==> config.mk <==
export PLATFORM = sky130hd
export DESIGN_NAME = pipeline_hazard_ctrl
export DESIGN_NICKNAME = d
export VERILOG_FILES = /design/src/rtl/pipe_pkg.sv /design/src/rtl/sram_wait_fsm.sv /design/src/rtl/pipeline_hazard_ctrl.sv
export SDC_FILE = /design/constraint.sdc
export NUM_CORES = 1
export LEC_CHECK = 0
export CORE_AREA = 3 3 46 80
export CTS_CLUSTER_SIZE = 8
export DETAILED_ROUTE_END_ITERATION = 8
export DIE_AREA = 0 0 49 83
export PLACE_DENSITY = 0.77
export SYNTH_ARGS = -nofsm -noshare
export SYNTH_HDL_FRONTEND = slang
export SYNTH_SLANG_ARGS = --single-unit
export TNS_END_PERCENT = 50
==> constraint.sdc <==
create_clock -name clk -period 2.3 [get_ports clk]
set_input_delay 0.23 -clock clk [delete_from_list [all_inputs] [get_ports clk]]
set_output_delay 0.23 -clock clk [all_outputs]
set_load 0.1 [all_outputs]
==> src/rtl/pipe_pkg.sv <==
// pipe_pkg: shared types and constants for the pipeline hazard controller
package pipe_pkg;
  localparam int REG_AW = 4;
  localparam int SRAM_WAIT_DEF = 5;
  typedef enum logic [1:0] {IDLE = 2'd0, ACCESS = 2'd1, DONE = 2'd2} sram_state_t;
  function automatic logic reg_match(input logic [REG_AW-1:0] a, input logic [REG_AW-1:0] b, input logic en);
    return en & (a == b);
  endfunction
endpackage

==> src/rtl/sram_wait_fsm.sv <==
// sram_wait_fsm: counts SRAM wait states for a MEM-stage access
module sram_wait_fsm
  import pipe_pkg::*;
#(
  parameter int SRAM_WAIT = SRAM_WAIT_DEF
) (
  input  logic clk,
  input  logic rst,
  input  logic mem_req,
  output logic mem_stall,
  output logic mem_data_valid
);
  localparam logic [3:0] WLOAD = (SRAM_WAIT > 1) ? 4'(SRAM_WAIT - 2) : 4'd0;
  sram_state_t state;
  logic [3:0] wcnt;
  // IDLE -> ACCESS (counting) -> DONE for one cycle -> IDLE; DONE ignores mem_req
  always_ff @(posedge clk or posedge rst) begin
    if (rst) begin
      state <= IDLE;
      wcnt <= '0;
    end else begin
      case (state)
        IDLE: if (mem_req) begin
          state <= (SRAM_WAIT == 1) ? DONE : ACCESS;
          wcnt <= WLOAD;
        end
        ACCESS: if (wcnt == 4'd0) state <= DONE; else wcnt <= wcnt - 4'd1;
        default: state <= IDLE;
      endcase
    end
  end
  // a fresh request stalls in the same cycle it shows up in IDLE
  always_comb begin
    mem_stall = (state == ACCESS) | ((state == IDLE) & mem_req);
    mem_data_valid = state == DONE;
  end
endmodule

==> src/rtl/pipeline_hazard_ctrl.sv <==
// pipeline_hazard_ctrl: freeze/flush sequencer for the 5-stage pipeline
module pipeline_hazard_ctrl
  import pipe_pkg::*;
#(
  parameter int SRAM_WAIT = SRAM_WAIT_DEF,
  parameter bit FORWARD_EN = 1'b1,
  parameter int CNT_W = 16
) (
  input  logic              clk,
  input  logic              rst,
  input  logic [REG_AW-1:0] id_src1,
  input  logic [REG_AW-1:0] id_src2,
  input  logic              id_two_src,
  input  logic              id_valid,
  input  logic [REG_AW-1:0] exe_dest,
  input  logic              exe_wb_en,
  input  logic              exe_mem_read,
  input  logic [REG_AW-1:0] mem_dest,
  input  logic              mem_wb_en,
  input  logic              mem_req,
  input  logic              branch_taken,
  output logic              pc_freeze,
  output logic              if_freeze,
  output logic              if_flush,
  output logic              id_flush,
  output logic              back_freeze,
  output logic              mem_data_valid,
  output logic [CNT_W-1:0]  stall_cnt
);
  logic mem_stall, sram_valid, exe_hit, mem_hit, hazard;
  sram_wait_fsm #(.SRAM_WAIT(SRAM_WAIT)) u_fsm (
    .clk(clk),
    .rst(rst),
    .mem_req(mem_req),
    .mem_stall(mem_stall),
    .mem_data_valid(sram_valid)
  );
  // with forwarding only a load in EXE cannot be bypassed in time
  always_comb begin
    exe_hit = exe_wb_en & (reg_match(id_src1, exe_dest, id_valid) | reg_match(id_src2, exe_dest, id_valid & id_two_src));
    mem_hit = mem_wb_en & (reg_match(id_src1, mem_dest, id_valid) | reg_match(id_src2, mem_dest, id_valid & id_two_src));
    hazard = FORWARD_EN ? exe_hit & exe_mem_read : exe_hit | mem_hit;
  end
  // priority: SRAM stall holds everything, then branch flush, then hazard bubble; reset forces all low
  always_comb begin
    pc_freeze = ~rst & (mem_stall | (~branch_taken & hazard));
    if_freeze = pc_freeze;
    back_freeze = ~rst & mem_stall;
    if_flush = ~rst & ~mem_stall & branch_taken;
    id_flush = ~rst & ~mem_stall & (branch_taken | hazard);
    mem_data_valid = ~rst & sram_valid;
  end
  // saturating count of cycles the PC was held
  always_ff @(posedge clk or posedge rst) begin
    if (rst) stall_cnt <= '0;
    else if (pc_freeze && stall_cnt != '1) stall_cnt <= stall_cnt + 1'b1;
  end
endmodule

==> metrics.txt <==
post-CTS setup buffer count=0; worst r2r src=stall_cnt[2]$_DFFE_PP0P_; syn avg cell area=about 10 µm²; max-slew violations=0; GR Util met2=33.21%; Crit Path Class=in -> out; Tot GR Track Use=~18%; Worst path top cell family by delay=buffers and inverters; DR iter-0 viols=22; PortBufs=slightly above 40; vias in the first global route=1,215; largest net degree at the start of global routing=23; CTS Buf Count=3; R2R Setup Slk=approximately 0.57 ns; slowest CP cell=clkdlybuf4s50_1; Post-Synthesis Cells=between 100 and 150; max-cap check violation count=0; die width=just under 50 µm; P per Cell Area=roughly 1100 nW/µm²; number of flops mapped to enable cells by yosys=0; worst vdd ir=between 800 and 900 µV; CTS Buffer Depth=2; crit path buf inv count=3; Post-synth top flop=dfrtp_1; status=complete, no violations; Lkg Pwr=0.8450 nW; sequential area share after synthesis=39.78%; placer congestion estimate=about 0.91; CTS root buf=clkbuf_8; FMAX=about 0.47 GHz; Net Count, Synth=roughly 170; TritonCTS clock tree=done; post_cts resized=0; Via Count=between 1,000 and 1,500; hold path start=u_fsm.wcnt[0]$_DFFE_PP0P_; Detail Route Antenna Nets=0; commonest cells after routing, fill and taps aside=dfrtp_1, buf_4, clkdlybuf4s50_1, xor2_1, nor2_1; Worst EP arrival=around 1.9 ns; Filler cells=~260; Die H=between 80 and 90 µm; CP Cell Sequence=clkdlybuf4s50_1 -> xor2_1 -> nor4_4 -> a22o_1 -> nor2_4 -> clkinvlp_4 -> buf_12; flop and latch count out of synthesis=22; Max transition margin=63.78%; first-pass GRT wire length=about 5.7 mm; I/O pins=47; H-tree depth=1; DR vias/cell=5.332; Tcrit/Tclk final=93.33%; final setup TNS=0 ns; Final Hold Fails=0; DRC=0; Routed WL per cell=about 15 µm; cell row count=27; met3 GRT Util=around 3.9%; Initial Util=between 40% and 50%; GR Util met1=roughly a fifth; critical-path maximum fanout=3; Mapped Area=1384 µm²; Synth area leaders=dfrtp_1, xor2_1, nor2_1; core box area=3142 µm²; die footprint=between 4000 and 5000 µm²; Critical Path Source=exe_dest[1]; commonest non-fill, non-tap cell in the layout=dfrtp_1; initial antenna violation count=0; Tmin final=about 2.1 ns; Clock Skew=about 0.0045 ns; share of layout cells above drive strength 1=about 27%; Post-Route Utilization=between 60% and 70%; Worst Hold Class=reg -> reg; Layout area overhead=42.68%; synth warn=0; asr flop ratio synth=100.0%; Pre-antenna DRT Iters=4; Antenna Cells=0; worst path required time=2.07 ns; GR peak layer=met2; Setup crit end kind=primary output; area leader, netlist=dfrtp_1; worst-skew pair later-pin latency=about 0.27 ns; Hold-fix buffers, CTS=0; grt ovf=0; Least-Margin Pin Slew=between 0.5 and 0.6 ns; Yosys cell types=46; post-synth top area share=39.78%; slowest cell delay on critical path=roughly 0.50 ns; nets@finish=between 200 and 250; CP Launch Type=input pin; CTS clk-pin slew, worst paths=0.08 ns; # clock sinks=22; RSZ-0062 raised after global routing=no; Final HPWL DP=roughly 2.7 mm; Finish-stage setup viols=0; Routed WL=about 3.3 mm
[registers in the layout, indices dropped and copies added (netlist names)]
name and cells:
stall_cnt 16, u_fsm.wcnt 4, u_fsm.state 2
[power breakdown]
part | switching [W] | internal [W]
clock | 0.000134 | 0.000153
combinational | 0.000963 | 0.000364
sequential | 0.000153 | 0.000503
[layer usage]
layer / vias to the layer above / part of all wire (%) / routed length (µm)
met4: 0 / 1.4 / 47
met3: 5 / 5.0 / 165
met2: 35 / 57 / 1911
met5: - / 0 / 0
li1: 595 / - / -
met1: 586 / 36 / 1206
[final timing paths]
| check | to | cells after the start |
|---|---|---|
| max | if_freeze | 7 |
| min | u_fsm.wcnt[0]$_DFFE_PP0P_ | 1 |
| max reg2reg | stall_cnt[13]$_DFFE_PP0P_ | 5 |
| min reg2reg | u_fsm.wcnt[0]$_DFFE_PP0P_ | 1 |
| max in group asynchronous | stall_cnt[12]$_DFFE_PP0P_ | 4 |
| min in group asynchronous | stall_cnt[8]$_DFFE_PP0P_ | 4 |
[worst register-to-register path, stage by stage, from the launching register on]
cell	delay [ns]
dfrtp_1	0.45
and4_1	0.28
nand3_2	0.17
or3_4	0.41
a21oi_1	0.16
xor2_1	0.17
[synthesized netlist by cell type (3+ instances only)]
| master | n |
|---|---|
| dfrtp_1 | 22 |
| xor2_1 | 16 |
| nor2_1 | 14 |
| nand2_1 | 10 |
| inv_1 | 7 |
| nand3_1 | 5 |
| xnor2_1 | 5 |
| a211oi_1 | 4 |
| nor3_1 | 4 |
| ha_1 | 3 |
| nand4_1 | 3 |
| o21ai_0 | 3 |
[cell families after synthesis]
logic type	count (synthesis)	share of synthesized area, %
multiplexers	2	1.627
AO/OA/AOI/OAI	27	15.91
AND/OR/NAND/NOR	54	23.87
adder cells (fa/ha/maj)	3	2.713
buffers and inverters	9	2.803
flip-flops	22	39.78
XOR/XNOR	21	13.29
[through the flow]
step	hold slack [ns]	worst slack [ns]	cell area, µm²	total power, W	std cells
after floorplan	0.1032	-0.3304	1410	0.001631	138
after global placement	0.4799	0.1457	1919	0.001961	225
after detailed placement	0.4840	0.1040	1919	0.001994	225
after CTS	0.4953	0.1333	1974	0.002277	229
after global routing	0.5271	0.08110	1974	0.002381	229
final	0.4953	0.1533	1974	0.002269	229
[layout make-up]
class	count	area, µm²	area share (%)
Inverter	7	37.54	1.901
Multi-Input combinational cell	107	809.5	41.00
Sequential cell	22	550.5	27.88
Tap cell	43	53.80	2.725
Clock buffer	4	55.05	2.788
Timing Repair Buffer	46	467.9	23.70
(Power assumes the default switching activity.)
